--- src/rtl/ecc_195_err_stat_pkg.sv ---
// Shared encodings for the ECC error-statistics stage: word error class,
// capture FSM state and the priority classifier.
package ecc_195_err_stat_pkg;

  typedef enum logic [1:0] {
    ERR_NONE  = 2'd0,
    ERR_SBIT  = 2'd1,
    ERR_DBIT  = 2'd2,
    ERR_FAULT = 2'd3
  } err_e;

  typedef enum logic {
    CAP_ARMED  = 1'b0,
    CAP_LOCKED = 1'b1
  } cap_e;

  // Fault outranks dbit outranks sbit; sbit+dbit together reads as dbit.
  function automatic err_e classify(input logic sbit, input logic dbit, input logic fault);
    if (fault) return ERR_FAULT;
    if (dbit)  return ERR_DBIT;
    if (sbit)  return ERR_SBIT;
    return ERR_NONE;
  endfunction

endpackage

--- src/rtl/ecc_195_err_stat_if.sv ---
// Checked-word stream in (from the fault detector) and registered word stream out.
interface ecc_195_err_stat_if #(
  parameter int DATA_WIDTH = 195,
  parameter int ADDR_WIDTH = 8
);
  import ecc_195_err_stat_pkg::*;

  logic                  in_vld;
  logic                  in_rdy;
  logic [DATA_WIDTH-1:0] in_data;
  logic [ADDR_WIDTH-1:0] in_addr;
  logic                  in_sbit;
  logic                  in_dbit;
  logic                  in_fault;
  logic                  out_vld;
  logic                  out_rdy;
  logic [DATA_WIDTH-1:0] out_data;
  err_e                  out_err;

  modport slave (
    input  in_vld, in_data, in_addr, in_sbit, in_dbit, in_fault, out_rdy,
    output in_rdy, out_vld, out_data, out_err
  );

  modport master (
    output in_vld, in_data, in_addr, in_sbit, in_dbit, in_fault, out_rdy,
    input  in_rdy, out_vld, out_data, out_err
  );

endinterface

--- src/rtl/ecc_195_err_stat_sat_cnt.sv ---
// Saturating up-counter; a clear coincident with an increment restarts at one.
module ecc_sat_cnt #(
  parameter int W = 16
) (
  input  logic         clk,
  input  logic         rst,
  input  logic         clr,
  input  logic         inc,
  output logic [W-1:0] q
);

  always_ff @(posedge clk) begin
    if (rst)
      q <= '0;
    else if (clr)
      q <= inc ? W'(1) : '0;
    else if (inc && (q != '1))
      q <= q + W'(1);
  end

endmodule

--- src/rtl/ecc_195_err_stat.sv ---
// ECC error-statistics stage: one-entry registered slice for the checked word,
// per-class saturating counters, first-error capture and a sticky interrupt.
module ecc_195_err_stat
  import ecc_195_err_stat_pkg::*;
#(
  parameter int DATA_WIDTH  = 195,
  parameter int ADDR_WIDTH  = 8,
  parameter int CNT_WIDTH   = 16,
  parameter int SBIT_THRESH = 16
) (
  input  logic                  clk,
  input  logic                  rst,
  ecc_195_err_stat_if.slave     bus,
  input  logic                  clr,
  output logic [CNT_WIDTH-1:0]  sbit_cnt,
  output logic [CNT_WIDTH-1:0]  dbit_cnt,
  output logic [CNT_WIDTH-1:0]  fault_cnt,
  output logic [ADDR_WIDTH-1:0] first_addr,
  output err_e                  first_type,
  output logic                  err_irq
);

  localparam logic [CNT_WIDTH:0] THRESH = (CNT_WIDTH+1)'(SBIT_THRESH);

  logic acc;
  err_e cls;
  logic log_evt;
  logic sbit_inc, dbit_inc, fault_inc;
  logic [CNT_WIDTH-1:0] sbit_base;
  logic sbit_hit;
  cap_e st, st_nxt;
  logic cap_ld;

  assign bus.in_rdy = ~bus.out_vld | bus.out_rdy;
  assign acc        = bus.in_vld & bus.in_rdy;
  assign cls        = classify(bus.in_sbit, bus.in_dbit, bus.in_fault);
  assign log_evt    = acc & (cls != ERR_NONE);

  always_ff @(posedge clk) begin
    if (rst) begin
      bus.out_vld  <= 1'b0;
      bus.out_data <= '0;
      bus.out_err  <= ERR_NONE;
    end else if (acc) begin
      bus.out_vld  <= 1'b1;
      bus.out_data <= bus.in_data;
      bus.out_err  <= cls;
    end else if (bus.out_rdy) begin
      bus.out_vld  <= 1'b0;
    end
  end

  assign sbit_inc  = log_evt & (cls == ERR_SBIT);
  assign dbit_inc  = log_evt & (cls == ERR_DBIT);
  assign fault_inc = log_evt & (cls == ERR_FAULT);

  ecc_sat_cnt #(.W(CNT_WIDTH)) u_sbit_cnt (
    .clk(clk), .rst(rst), .clr(clr), .inc(sbit_inc), .q(sbit_cnt)
  );
  ecc_sat_cnt #(.W(CNT_WIDTH)) u_dbit_cnt (
    .clk(clk), .rst(rst), .clr(clr), .inc(dbit_inc), .q(dbit_cnt)
  );
  ecc_sat_cnt #(.W(CNT_WIDTH)) u_fault_cnt (
    .clk(clk), .rst(rst), .clr(clr), .inc(fault_inc), .q(fault_cnt)
  );

  // Threshold is judged on the post-clear count so a clr+sbit word counts as one.
  assign sbit_base = clr ? '0 : sbit_cnt;
  assign sbit_hit  = sbit_inc && (sbit_base != '1) &&
                     (({1'b0, sbit_base} + (CNT_WIDTH+1)'(1)) == THRESH);

  always_comb begin
    st_nxt = clr ? CAP_ARMED : st;
    cap_ld = 1'b0;
    if (log_evt && (st_nxt == CAP_ARMED)) begin
      cap_ld = 1'b1;
      st_nxt = CAP_LOCKED;
    end
  end

  always_ff @(posedge clk) begin
    if (rst) begin
      st         <= CAP_ARMED;
      first_addr <= '0;
      first_type <= ERR_NONE;
    end else begin
      st <= st_nxt;
      if (cap_ld) begin
        first_addr <= bus.in_addr;
        first_type <= cls;
      end else if (clr) begin
        first_addr <= '0;
        first_type <= ERR_NONE;
      end
    end
  end

  always_ff @(posedge clk) begin
    if (rst)
      err_irq <= 1'b0;
    else
      err_irq <= (err_irq & ~clr) | sbit_hit |
                 (log_evt & ((cls == ERR_DBIT) | (cls == ERR_FAULT)));
  end

endmodule

--- src/flat_wrapper.sv ---
// flat-port wrapper written by rule: the top's interface ports become plain ports
module ecc_195_err_stat_flat import ecc_195_err_stat_pkg::*;
#(
  parameter int DATA_WIDTH  = 195,
  parameter int ADDR_WIDTH  = 8,
  parameter int CNT_WIDTH   = 16,
  parameter int SBIT_THRESH = 16
)
  (clk, rst, clr, sbit_cnt, dbit_cnt, fault_cnt, first_addr, first_type, err_irq, bus_in_vld, bus_in_data, bus_in_addr, bus_in_sbit, bus_in_dbit, bus_in_fault, bus_out_rdy, bus_in_rdy, bus_out_vld, bus_out_data, bus_out_err);
  ecc_195_err_stat_if #(.DATA_WIDTH(DATA_WIDTH), .ADDR_WIDTH(ADDR_WIDTH)) bus_i ();
  input  logic clk;
  input  logic rst;
  input  logic clr;
  output logic [CNT_WIDTH-1:0] sbit_cnt;
  output logic [CNT_WIDTH-1:0] dbit_cnt;
  output logic [CNT_WIDTH-1:0] fault_cnt;
  output logic [ADDR_WIDTH-1:0] first_addr;
  output err_e first_type;
  output logic err_irq;
  input wire logic [$bits(bus_i.in_vld)-1:0] bus_in_vld;
  input wire logic [$bits(bus_i.in_data)-1:0] bus_in_data;
  input wire logic [$bits(bus_i.in_addr)-1:0] bus_in_addr;
  input wire logic [$bits(bus_i.in_sbit)-1:0] bus_in_sbit;
  input wire logic [$bits(bus_i.in_dbit)-1:0] bus_in_dbit;
  input wire logic [$bits(bus_i.in_fault)-1:0] bus_in_fault;
  input wire logic [$bits(bus_i.out_rdy)-1:0] bus_out_rdy;
  output wire logic [$bits(bus_i.in_rdy)-1:0] bus_in_rdy;
  output wire logic [$bits(bus_i.out_vld)-1:0] bus_out_vld;
  output wire logic [$bits(bus_i.out_data)-1:0] bus_out_data;
  output wire logic [$bits(bus_i.out_err)-1:0] bus_out_err;
  assign bus_i.in_vld = bus_in_vld;
  assign bus_i.in_data = bus_in_data;
  assign bus_i.in_addr = bus_in_addr;
  assign bus_i.in_sbit = bus_in_sbit;
  assign bus_i.in_dbit = bus_in_dbit;
  assign bus_i.in_fault = bus_in_fault;
  assign bus_i.out_rdy = bus_out_rdy;
  assign bus_in_rdy = bus_i.in_rdy;
  assign bus_out_vld = bus_i.out_vld;
  assign bus_out_data = bus_i.out_data;
  assign bus_out_err = bus_i.out_err;
  ecc_195_err_stat #(.DATA_WIDTH(DATA_WIDTH), .ADDR_WIDTH(ADDR_WIDTH), .CNT_WIDTH(CNT_WIDTH), .SBIT_THRESH(SBIT_THRESH)) u_core (.clk(clk), .rst(rst), .bus(bus_i), .clr(clr), .sbit_cnt(sbit_cnt), .dbit_cnt(dbit_cnt), .fault_cnt(fault_cnt), .first_addr(first_addr), .first_type(first_type), .err_irq(err_irq));
endmodule
--- config.mk ---
export PLATFORM = sky130hd
export DESIGN_NAME = ecc_195_err_stat_flat
export DESIGN_NICKNAME = d
export VERILOG_FILES = /design/src/rtl/ecc_195_err_stat_pkg.sv /design/src/rtl/ecc_195_err_stat_if.sv /design/src/rtl/ecc_195_err_stat_sat_cnt.sv /design/src/rtl/ecc_195_err_stat.sv /design/src/flat_wrapper.sv
export SDC_FILE = /design/constraint.sdc
export NUM_CORES = 1
export LEC_CHECK = 0
export CORE_AREA = 8 8 177 179
export DETAILED_ROUTE_END_ITERATION = 8
export DIE_AREA = 0 0 185 187
export GPL_ROUTABILITY_DRIVEN = 0
export PLACE_DENSITY_LB_ADDON = 0.08
export RECOVER_POWER = 100
export SYNTH_ARGS = -nofsm -noshare
export SYNTH_HDL_FRONTEND = slang
export SYNTH_SLANG_ARGS = --single-unit
--- constraint.sdc ---
create_clock -name clk -period 4.13 [get_ports clk]
set_input_delay 0.826 -clock clk [delete_from_list [all_inputs] [get_ports clk]]
set_output_delay 0.826 -clock clk [all_outputs]
set_load 0.005 [all_outputs]
==> impl_metrics.tcl, run 1 <==
set metrics [dict create \
    fp.dieArea_mm2 0.03460 \
    cp_max_fo 77 \
    worstSetupPathType "input pin to register" \
    min_path_type "register to register" \
    syn_nets 1445 \
    grt_max_degree 120 \
    post-route-drc-count 0 \
    final_cell_mix "nand2_1, dlygate4sd3_1, dfxtp_1" \
    io-pin-count 469 \
    skew_ns 0.01701 \
    final_common_cell "nand2_1" \
    netlist_area_mm2 0.009749 \
    htree_levels 1 \
    cts_tree "done" \
    synthArstFlopShare_pct 0 \
    dieHeight_um 187 \
    status "complete, but fails checks" \
    p_seq_share_pct 44.1 \
    cts.clk_slew.worst_paths_ns 0.06 \
    fin_hold_ws_ns 0.4473 \
    synth_ff_type "dfxtp_1" \
    wl_per_cell_um 18.82 \
    critPathCaptureType "register" \
    grt_pass1_vias 9508 \
    clock_latency_ns 0.55 \
    violations "capacitance limit, slew limit" \
    min_period_ns 3.296 \
    die_w_um 185 \
    yosysWarnings 0 \
    sw_frac_of_total_pct 23.37 \
    grt.overflow.total 0 \
    ys_types 50 \
    share_comb_of_total_power_pct 12.3 \
    ir_drop_mv 0.2767 \
    ctsHoldBuffers 0 \
    power_frac_clock_pct 43.5 \
    antenna_found_initial 2 \
    grtUsageTotal_pct 21.35 \
    synth-seq-cells 258 \
    port_buffers 468 \
    syn_to_final_growth_pct 60.41 \
    place_inst 2007 \
    required_ns 4.60 \
    clock_tree.root_cell "clkbuf_16" \
    syn_avg_cell_area_um2 7.920 \
    hold_viol 0 \
    p_per_area_mw_per_mm2 386.5 \
    start_kind "input pin" \
    vias 9980 \
    grt_pass1_wl_um 58550 \
    drt.antenna.violating_nets 0 \
    clock_path_buffers 3 \
    fin_setup_tns_ns 0 \
    coreArea_mm2 0.02839 \
    nets 1869 \
    drtPass1Iterations 5 \
    switchingPower_mw 1.413 \
    synthCells 1231 \
    post_cts_buffers 0 \
    post_drt_via_cell_ratio 4.842 \
    tightestPinTransition_ns 1.612 \
    cts_sinks 258 \
    ctsResizeCount 0 \
    drt-total-wl_um 38790 \
    final-setup-viol-count 0 \
    max_slew_margin_pct -7.439 \
    dp_hpwl_um 28300 \
    numCtsBuffers 30 \
    rsz0062_at_grt "no" \
    slew_violations 78 \
    crit_arrival_ns 3.77 \
    synth_edf_count 0 \
    rows 62 \
    leakage_nw 6.359 \
    drt_iter0_markers 691 \
    ys_seq_area_share_pct 52.98 \
    max_freq_mhz 303.4 \
    internal_power_mw 4.631 \
    min_period_over_period_pct 79.82 \
    start_util_pct 34.34 \
    maxCapViolCount 1 \
    drive_gt1_share_pct 3.582 \
    stdcell_count 2061 \
]
## cells by family (layout without fill, tap and decap cells)
logic type	Yosys count	in the layout	synth area share, %
muxes	3	3	0.3080
xor gates and xnor gates	32	32	2.875
other	0	2	0
and+or+nand+nor	571	571	24.94
buffers and inverters	97	541	3.966
adders and majority gates	3	3	0.3851
DFF	258	258	52.98
AOI/OAI and AO/OA	267	267	14.55
## per-layer routing
| metal | vias up | GRT usage, % | wire length [µm] |
|---|---|---|---|
| li1 | 4953 | - | - |
| met1 | 4619 | 23.43 | 14280 |
| met2 | 369 | 38.08 | 19660 |
| met3 | 39 | 8.508 | 4267 |
| met4 | 0 | 4.403 | 588 |
| met5 | - | 0 | 0 |
## power groups by stage
stage	registers, mW	logic [mW]	clock network (mW)
2_1_floorplan	2.73	0.248	0
3_3_place_gp	2.72	0.799	0
3_5_place_dp	2.72	0.800	0
4_1_cts	2.67	0.805	2.70
5_1_grt	2.68	0.817	2.81
6_report	2.67	0.746	2.63
## registers in the layout (all words and copies together), names as in the netlist
name,cells
u_core.u_sbit_cnt.q,16
u_core.bus.out_vld,1
u_core.u_dbit_cnt.q,16
u_core.bus.out_err,2
u_core.st,1
u_core.first_addr,8
u_core.bus.out_data,195
u_core.err_irq,1
u_core.u_fault_cnt.q,16
u_core.first_type,2
## critical path: stages
cell and delay, ns:
dlygate4sd3_1 0.51, nand2b_1 0.35, and2_4 0.44, clkbuf_2 1.20, nand2_1 0.18, a21oi_1 0.18
## layout make-up
type	instances	area, µm²
inverters	11	41.29
multi-input cells	876	4199
clock buffers	47	905.9
clock inverters	5	75.07
well taps	384	480.5
diodes	2	5.005
flip-flops and latches	258	5165
fillers	2739	12750
repair buffers	478	4767
## path summary, 6_finish.rpt
kind	end	startpoint	slack, ns	depth (start not counted)
worst min-delay path	u_core.bus.out_data[190]	u_core.bus.out_data[190]	0.45	2
worst min register to register	u_core.bus.out_data[190]	u_core.bus.out_data[190]	0.45	2
worst max register to register	u_core.bus.out_data[40]	u_core.bus.out_vld	1.36	5
worst max-delay path	u_core.bus.out_data[40]	bus_out_rdy	0.83	6
## Yosys cell counts (3+ instances only)
| cell | instances | area, µm² |
|---|---|---|
| a211oi_1 | 4 | 30.03 |
| a21oi_1 | 225 | 1126 |
| a31oi_1 | 3 | 18.77 |
| a41oi_1 | 4 | 35.03 |
| and2_1 | 4 | 25.02 |
| and3_1 | 9 | 56.30 |
| and4_1 | 6 | 52.55 |
| buf_1 | 4 | 15.01 |
| buf_2 | 12 | 60.06 |
| clkbuf_1 | 69 | 259.0 |
| dfxtp_1 | 258 | 5165 |
| ha_1 | 3 | 37.54 |
| inv_1 | 11 | 41.29 |
| mux2i_1 | 3 | 30.03 |
| nand2_1 | 420 | 1577 |
| nand2b_1 | 3 | 18.77 |
| nand3_1 | 26 | 130.1 |
| nand4_1 | 14 | 87.58 |
| nor2_1 | 44 | 165.2 |
| nor3_1 | 9 | 45.04 |
| nor4_1 | 8 | 50.05 |
| o2111ai_1 | 4 | 35.03 |
| o211ai_1 | 4 | 30.03 |
| o21ai_0 | 12 | 60.06 |
| or2_2 | 3 | 18.77 |
| or3_1 | 8 | 50.05 |
| or4_1 | 3 | 22.52 |
| xnor2_1 | 20 | 175.2 |
| xor2_1 | 12 | 105.1 |
## per-stage QoR
step | total power [mW] | util (%) | cell area [µm²] | setup WS, ns
final | 6.044 | 55.08 | 15640 | 0.8336
after global routing | 6.308 | 55.08 | 15640 | 0.5180
after CTS | 6.179 | 55.20 | 15670 | 1.073
after detailed placement | 3.525 | 51.75 | 14690 | 0.8429
after global placement | 3.518 | 51.75 | 14690 | 0.8773
after floorplan | 2.982 | - | 9749 | 1.814
Note: power is estimated with default switching activity, not from simulation.
==> run 2: changes to the inputs <==
- CORE_AREA: 8 8 177 179 -> 8 8 178 180
- DIE_AREA: 0 0 185 187 -> 0 0 186 188
- clock period: 4.13 -> 3.1 ns (I/O delays scaled with it)
==> run 2 against run 1 <==
Effect of this change: the run still ends with capacitance limit, slew limit left; final area grew 0.20%; highest routed layer unchanged; power grew 33%; clock-buffer cell count shrank 8; via count shrank 0.20%; critical path depth shrank 2; clock power grew 32%.
==> impl_metrics.tcl, run 2 (same netlist as run 1, synthesis figures left out) <==
set metrics [dict create \
    status "complete, but fails checks" \
    violations "capacitance limit, slew limit" \
    post_cts_buffers 0 \
    htree_levels 1 \
    dieHeight_um 188 \
    n_fill_cell 2837 \
    hp-start "u_core.bus.out_data[79]" \
    reg2reg_slack_ns 0.61 \
    min_period_ns 2.849 \
    skew_ns 0.01188 \
    clock_latency_ns 0.55 \
    worstSetupPathType "input pin to register" \
    clock_path_buffers 3 \
    ir_drop_mv 0.3091 \
    critPathCaptureType "register" \
    crit_chain "clkbuf_1, clkbuf_4, o21bai_1, a21oi_1" \
    final_common_cell "nand2_1" \
    cts_tree "done" \
    ff2ff_path_depth 5 \
    start_util_pct 33.61 \
    start_kind "input pin" \
    tightestPinTransition_ns 2.778 \
    ctsResizeCount 0 \
    grt.overflow.total 0 \
    slew_violations 214 \
    stdcell_count 2070 \
    place_inst 2015 \
    final_cell_mix "nand2_1, dlygate4sd3_1, dfxtp_1" \
    syn_to_final_growth_pct 60.73 \
    r2r_end "u_core.u_sbit_cnt.q[1]" \
    rsz0062_at_grt "no" \
    grt_pass1_vias 9572 \
    ctsHoldBuffers 0 \
    cts_sinks 258 \
    min_period_over_period_pct 91.92 \
    numCtsBuffers 29 \
    hold_viol 0 \
    rows 63 \
    critPathSlowestCell "clkbuf_4" \
    vias 9960 \
    leakage_nw 6.361 \
    grtUsageTotal_pct 21.03 \
    cts.clk_slew.worst_paths_ns 0.06 \
    worst_slack_ns 0.2506 \
    drt-total-wl_um 39160 \
    drive_gt1_share_pct 3.467 \
    post-route-drc-count 0 \
    hold_path_end "u_core.bus.out_data[79]" \
    fp.dieArea_mm2 0.03497 \
    hold_depth 2 \
    max_slew_margin_pct -85.17 \
    largest_reg_flops 195 \
    max_freq_mhz 351.0 \
    crit_arrival_ns 3.25 \
    fin_setup_tns_ns 0 \
    r2r_start "u_core.u_sbit_cnt.q[10]" \
    final-setup-viol-count 0 \
    io-pin-count 469 \
    post_drt_via_cell_ratio 4.812 \
    nets 1870 \
    min_path_type "register to register" \
    regMostFlops "u_core.bus.out_data" \
    p_per_area_mw_per_mm2 513.1 \
    required_ns 3.50 \
    wl_per_cell_um 18.92 \
    drt_iter0_markers 648 \
    port_buffers 468 \
    dp_hpwl_um 28620 \
    slowest_delay_ns 1.61 \
    place_ws_ns 0.4174 \
    drtPass1Iterations 5 \
    cp_max_fo 213 \
    coreArea_mm2 0.02901 \
    die_w_um 186 \
    maxCapViolCount 1 \
    clock_tree.root_cell "clkbuf_16" \
    grt_pass1_wl_um 57910 \
    antenna_found_initial 5 \
    drt.antenna.violating_nets 0 \
    grt_max_degree 214 \
]
## run 2: cell types whose count changed in the layout (fill, tap and decap cells not counted), sizes merged
cell	before	now
clkbuf	50	44
diode	2	7
bufinv	2	4
clkdlybuf4s50	208	209
clkinv	3	4
dlygate4sd3	259	258
inv	11	12
## run 2: layout make-up
type                       instances  area (µm²)  share of cell area [%]
sequential                       258        5165                   32.96
timing repair buffer             480        4807                   30.68
multi-input combinational        876        4199                   26.80
clock buffer                      39       803.3                   5.126
tap                              390       488.0                   3.114
clock inverter                     9       148.9                  0.9502
inverter                          11       41.29                  0.2635
antenna                            7       17.52                  0.1118
## run 2: per-stage QoR
| stage | power (mW) | utilization, % | hold slack (ns) | instance area [µm²] |
|---|---|---|---|---|
| after floorplan | 3.972 | - | 0.4527 | 9749 |
| after global placement | 4.700 | 50.82 | 0.4403 | 14740 |
| after detailed placement | 4.710 | 50.82 | 0.4453 | 14740 |
| after CTS | 8.227 | 54.10 | 0.4541 | 15690 |
| after global routing | 8.386 | 54.00 | 0.4617 | 15670 |
| final | 8.040 | 54.02 | 0.4472 | 15670 |
## run 2: per-layer routing
layer	track usage (%)	routed length, µm	vias to the layer above
met3	8.593	4248	58
met4	5.956	881	0
met5	0	0	-
met2	37.25	19510	389
li1	-	-	4957
met1	22.53	14520	4556
## run 2: how the worst max path moves through the flow
| stage | to | startpoint | slack (ns) |
|---|---|---|---|
| floorplan | u_core.u_fault_cnt.q[15] | bus_out_rdy | 0.99 |
| global placement | u_core.u_fault_cnt.q[15] | bus_in_vld | 0.43 |
| CTS | bus_in_rdy | bus_out_rdy | 0.56 |
| global route | u_core.u_sbit_cnt.q[0] | rst | 0.28 |
| finish | u_core.u_sbit_cnt.q[0] | rst | 0.25 |
| detailed placement | u_core.u_fault_cnt.q[15] | bus_in_vld | 0.42 |
## run 2: worst max-delay path, delay by kind of cell
family	cells	cell delay, ns
buffers and inverters	2	1.74
AOI/OAI and AO/OA	2	0.36
## run 2: power breakdown
group / internal [mW] / switching, mW
combinational: 0.556 / 0.453
sequential: 3.48 / 0.0741
clock: 2.13 / 1.35
total: 6.16 / 1.88
